## config.mk

```make
export PLATFORM = sky130hd
export DESIGN_NAME = aes_stream_loader
export DESIGN_NICKNAME = d
export VERILOG_FILES = /design/src/rtl/aes_stream_loader.sv
export SDC_FILE = /design/constraint.sdc
export NUM_CORES = 1
export LEC_CHECK = 0
export CAP_MARGIN = 20
export CELL_PAD_IN_SITES_DETAIL_PLACEMENT = 0
export CELL_PAD_IN_SITES_GLOBAL_PLACEMENT = 2
export CORE_UTILIZATION = 24
export DETAILED_ROUTE_END_ITERATION = 10
export HOLD_SLACK_MARGIN = 0.03
export PLACE_DENSITY = 0.93
export SYNTH_ARGS = -nofsm -noshare
export SYNTH_HDL_FRONTEND = slang
export SYNTH_SLANG_ARGS = --single-unit
```

## constraint.sdc

```tcl
create_clock -name clk -period 2.4 [get_ports clk]
set_input_delay 0.72 -clock clk [delete_from_list [all_inputs] [get_ports clk]]
set_output_delay 0.72 -clock clk [all_outputs]
set_load 0.02 [all_outputs]
```

## src/rtl/aes_stream_loader.sv

```systemverilog
// Word-stream front end for the AES-128 pipeline: packs 4 words into a block, issues it with the key and tracks cipher latency.
// Optional AES_LOADER_BYTESWAP_EN byte-reverses each stream word before packing.
module aes_stream_loader #(
  parameter int unsigned WORD    = 32,
  parameter int unsigned LENGTH  = 128,
  parameter int unsigned LATENCY = 12
) (
  input  logic              clk,
  input  logic              nrst,
  input  logic [WORD-1:0]   s_data,
  input  logic              s_valid,
  output logic              s_ready,
  input  logic [LENGTH-1:0] key_in,
  input  logic              key_load,
  output logic              key_ready,
  output logic [LENGTH-1:0] usrText,
  output logic [LENGTH-1:0] Key,
  output logic              blk_issue,
  output logic              ct_valid,
  output logic [15:0]       blk_cnt
);

  typedef enum logic [1:0] {
    NOKEY   = 2'd0,
    COLLECT = 2'd1,
    ISSUE   = 2'd2
  } state_t;

  state_t              state;
  state_t              stateNext;
  logic [1:0]          wordCnt;
  logic [LATENCY-1:0]  latSr;

  function automatic logic [WORD-1:0] packWord(input logic [WORD-1:0] w);
    logic [WORD-1:0] r;
`ifdef AES_LOADER_BYTESWAP_EN
    r = '0;
    for (int unsigned b = 0; b < WORD / 8; b++) begin
      r[8*b +: 8] = w[WORD-1-8*b -: 8];
    end
`else
    r = w;
`endif
    return r;
  endfunction

  always_comb begin
    stateNext = state;
    s_ready   = 1'b0;
    key_ready = 1'b0;
    blk_issue = 1'b0;
    case (state)
      NOKEY: begin
        key_ready = 1'b1;
        if (key_load) stateNext = COLLECT;
      end
      COLLECT: begin
        key_ready = 1'b1;
        // key load takes priority over an offered word in the same cycle
        s_ready   = !key_load;
        if (!key_load && s_valid && wordCnt == 2'd3) stateNext = ISSUE;
      end
      ISSUE: begin
        blk_issue = 1'b1;
        stateNext = COLLECT;
      end
      default: stateNext = NOKEY;
    endcase
  end

  always_ff @(posedge clk) begin
    if (!nrst) begin
      state   <= NOKEY;
      wordCnt <= '0;
      usrText <= '0;
      Key     <= '0;
      blk_cnt <= '0;
      latSr   <= '0;
    end else begin
      state <= stateNext;
      latSr <= {latSr[LATENCY-2:0], blk_issue};
      if (key_load && key_ready) begin
        Key     <= key_in;
        wordCnt <= '0;
      end else if (s_valid && s_ready) begin
        for (int unsigned k = 0; k < LENGTH / WORD; k++) begin
          if (wordCnt == 2'(k)) usrText[LENGTH-1-WORD*k -: WORD] <= packWord(s_data);
        end
        wordCnt <= 2'(wordCnt + 2'd1);
      end
      if (state == ISSUE) begin
        blk_cnt <= 16'(blk_cnt + 16'd1);
        wordCnt <= '0;
      end
    end
  end

  assign ct_valid = latSr[LATENCY-1];

endmodule

```

# Word-level counts from Yosys, hierarchy flattened
# Index checks and enable logic that the tools add are counted.
# totals
mem_count	0
reg_bits	288
word_cells	40
latch_bits	0
in_bits	164
rom_bits	0
out_inout_bits	276
ramBits	0
# op_classes
div_mod_pow	0
bitwise_logic	2
n_mux	6
add_sub_neg	2
multipliers	0
shifts	0
order_cmp	0
n_reduce_logical	14
n_eq_ne	7
# ops
op	count
16-bit by 1-bit adder with 16-bit output, second input constant	1
3-bit AND reduction	4
2-bit equality test, second input constant	3
2-bit one-hot mux with 3 select lines	1
2-bit by 1-bit equality test with 1-bit output, second input constant	2
1-bit logical AND	4
2-bit zero test	2
2-bit 2-to-1 mux	2
2-bit inequality test, second input constant	2
1-bit 2-to-1 mux	3
3-bit OR reduction	1
2-bit by 1-bit adder with 2-bit output, second input constant	1
1-bit inverter	2
2-bit AND reduction	1
2-bit OR reduction	1
1-bit zero test	1

# Depth between registers and ports, before layout
# logic_depth
word_depth	6
depth_mapped	8
ltp_nobuf	5

# Worst setup path after synthesis
# No wires, ideal clock.
# synth_path
kind	input to output
startpoint	input key_load
endpoint	output s_ready
required_ns	1.680
t_arrival_ns	1.238
cell_stages	1
slack_ns	0.442
n_path_buf	0
path_cell_list	nor3b_1
# synth_between
elab_chain_cells	2
# synth_rtl
item	line	rtl
from (decl)	14	input logic key_load,
1-bit zero test	60	s_ready = !key_load;
1-bit 2-to-1 mux	52	case (state)
to (decl)	12	output logic s_ready,
# Every way passes these cells.

# Worst setup path in the final report
# layout_path
startpoint	register blk_cnt[5]
endpoint	output blk_cnt[5]
# layout_rtl
item	line	rtl
from (decl)	20	output logic [15:0] blk_cnt
from (signal assigned)	92	blk_cnt <= 16'(blk_cnt + 16'd1);
# No word-level cell between the ends.

==> flow_summary.toml <==
[status]
status = "complete, but fails checks"
violations = "DRC"

[yosys]
synth_edf_count = 0
async_flop_share = 0
yosysWarnings = 0
synth-seq-cells = 288
avgSynthCellArea_um2 = 7.99
synthDistinctLibCells = 37
synthCells = 1257
synth.cell_area_um2 = 10000
syn_nets = 1426
seq_area_frac_synth = 0.574
synth_ff_type = "dfxtp_1"

[detailed_routing]
first_pass_iters = 8
vias = 9838
vias_per_cell = 4.40
totalWireLength_um = 36800
post_drt_wl_per_cell_um = 16.4
drc_errors = 18
drt_iter0_drc = 496
ant_nets = 0

[final_layout]
area_growth_pct = 63.3
antenna_cells = 0
stdcell_count = 2236
final_layout_size_suffix_gt1_frac = 0.0587
multiInputGateArea_um2 = 3890
nets = 1857
post-route-util = 0.400
num-fill-cells = 4120
regArea_um2 = 5770

[die]
ioPinCount = 440
die_h_um = 207
die_w_um = 207
coreArea_um2 = 41000
initial_core_util = 0.245
rows = 74
dieArea_um2 = 42700

[power_and_ir_drop]
irDropWorstVdd_mv = 0.465
powerDensity_nw_per_um2 = 672
total_power_mw = 11.0
p_leak_nw = 5.91

[timing]
rsz0062_at_grt = "no"
finalHoldViolCount = 0
layout_setup_ws_ns = 0.0676
finalSetupViolations = 0
post-route-period-util = 0.972
fmax_mhz = 429
finClkSkew_ns = 0.0236
maxSlewHeadroom = 0.751
worst_pin_slew_ns = 0.373
min_period_ns = 2.33
drv_slew = 0

[global_route]
grt_pass1_vias = 9249
grt_pass1_wl_um = 53600
overflow = 0
grt_start_max_net_pins = 58
track_usage = 0.162
antenna_found_initial = 0

[critical_path]
cp_max_fo = 5
cpMaxStageDelayCell = "clkdlybuf4s50_1"
max_stage_delay_ns = 0.67
crit_chain = "clkdlybuf4s50_1"
crit_family = "buffers and inverters"
critical_path_class = "register to output port"
endpoint_kind = "output port"
path_buf_inv = 1
cp.required_ns = 1.68
arrival_ns = 1.61
cp-start-kind = "register"

[clock_tree]
cts_buffer_depth = 3
cts_buffers = 34
worstSkewPairLatency_ns = 0.53
cts.sinks = 288
clk_pin_slew_worst_paths_ns = 0.06
post-cts-setup-buffers = 0
hold_buffers = 0
ctsHtreeMaxLevel = 2
root_buffer = "clkbuf_16"
cts_tree = "yes"

[place]
portBuffers = 439
dpl.hpwl_um = 25700
place.gp.congestion = 0.769
place_inst = 2184
dp_slack_ns = -0.347

[job]
cap_violations = 0

[min_path]
hold_path_class = "register to register"
-- where the power goes --
part | total, mW | switching, mW | internal (mW)
Combinational | 1.18 | 0.580 | 0.601
Clock | 4.84 | 2.00 | 2.85
Sequential | 4.99 | 0.0715 | 4.92
-- per-layer routing --
metal,vias to the layer above,wire length [um],track usage
met1,4563,15300,0.203
met4,0,1050,0.0593
met3,64,2660,0.0452
met5,-,0,0
li1,4913,-,-
met2,298,17700,0.265
-- kinds of logic after synthesis --
group / Yosys count / synth area share
compound gates: 270 / 0.137
fa+ha+maj: 5 / 0.00623
mux: 2 / 0.00199
flops: 288 / 0.574
xor+xnor: 10 / 0.00872
simple gates: 584 / 0.233
buf+inv: 98 / 0.0394
-- layout by cell type, fill, tap and decap left out, drive strengths merged, types with 3 or more instances in the layout --
master	count
nor3	3
xor2	6
clkinv	4
clkbuf	47
a21oi	261
nand2	525
and2	15
nand4	4
inv	6
clkdlybuf4s50	432
dfxtp	288
nor2	15
xnor2	4
buf	49
ha	5
nor4	3
nand3	5
dlymetal6s2s	4
-- synth_stat cells (3+ instances only) --
master,number,area share
nor3_1,3,0.0015
dfxtp_1,288,0.57
nand3_1,4,0.0020
nand4_1,3,0.0019
nand2_1,525,0.20
and2_1,15,0.0093
clkbuf_1,69,0.026
a21oi_1,261,0.13
nor4_1,3,0.0019
xor2_1,6,0.0052
buf_2,22,0.011
ha_1,5,0.0062
inv_1,5,0.0019
nor2_1,15,0.0056
xnor2_1,4,0.0035
-- timing repair --
action / 4_1_cts / 5_1_grt
setup endpoints to repair: 3 / 4
gates resized for setup: 7 / 4
pin swaps: 0 / 0
endpoints found under the hold margin: 0 / 0
-- flip-flops by register name, summed over array words and instances (netlist names) --
register	count
Key	128
usrText	128
blk_cnt	16
latSr	12
state	2
wordCnt	2
-- worst register-to-register path: cells and delay by family (launching register included) --
kind,cells,cell delay [ns]
and+or+nand+nor,3,0.92
AOI/OAI and AO/OA,1,0.16
buffers and inverters,1,0.20
DFF,1,0.40
-- final timing paths --
kind	start	to	slack, ns	depth (start not counted)
max	blk_cnt[5]$_SDFFE_PN0P_	blk_cnt[5]	0.07	1
min reg2reg	latSr[6]$_SDFF_PN0_	latSr[7]$_SDFF_PN0_	0.43	1
min	latSr[6]$_SDFF_PN0_	latSr[7]$_SDFF_PN0_	0.43	1
max reg2reg	state[1]$_SDFFE_PN0P_	blk_cnt[9]$_SDFFE_PN0P_	0.63	5
-- per-stage QoR --
stage,area (um^2),TNS (ns),hold slack [ns]
after floorplan,10000,0,0.412
after global placement,15400,-14.84,0.415
after detailed placement,15400,-15.66,0.417
after CTS,16400,0,0.432
after global routing,16400,0,0.448
final,16400,0,0.431
-- layout make-up --
type / count / share of cell area
sequential: 288 / 0.352
clock buffer: 47 / 0.0579
multi-input combinational: 871 / 0.238
inverter: 6 / 0.00183
timing repair buffer: 487 / 0.307
tap: 532 / 0.0406
clock inverter: 5 / 0.00374
Note: power is estimated with default switching activity, not from simulation.
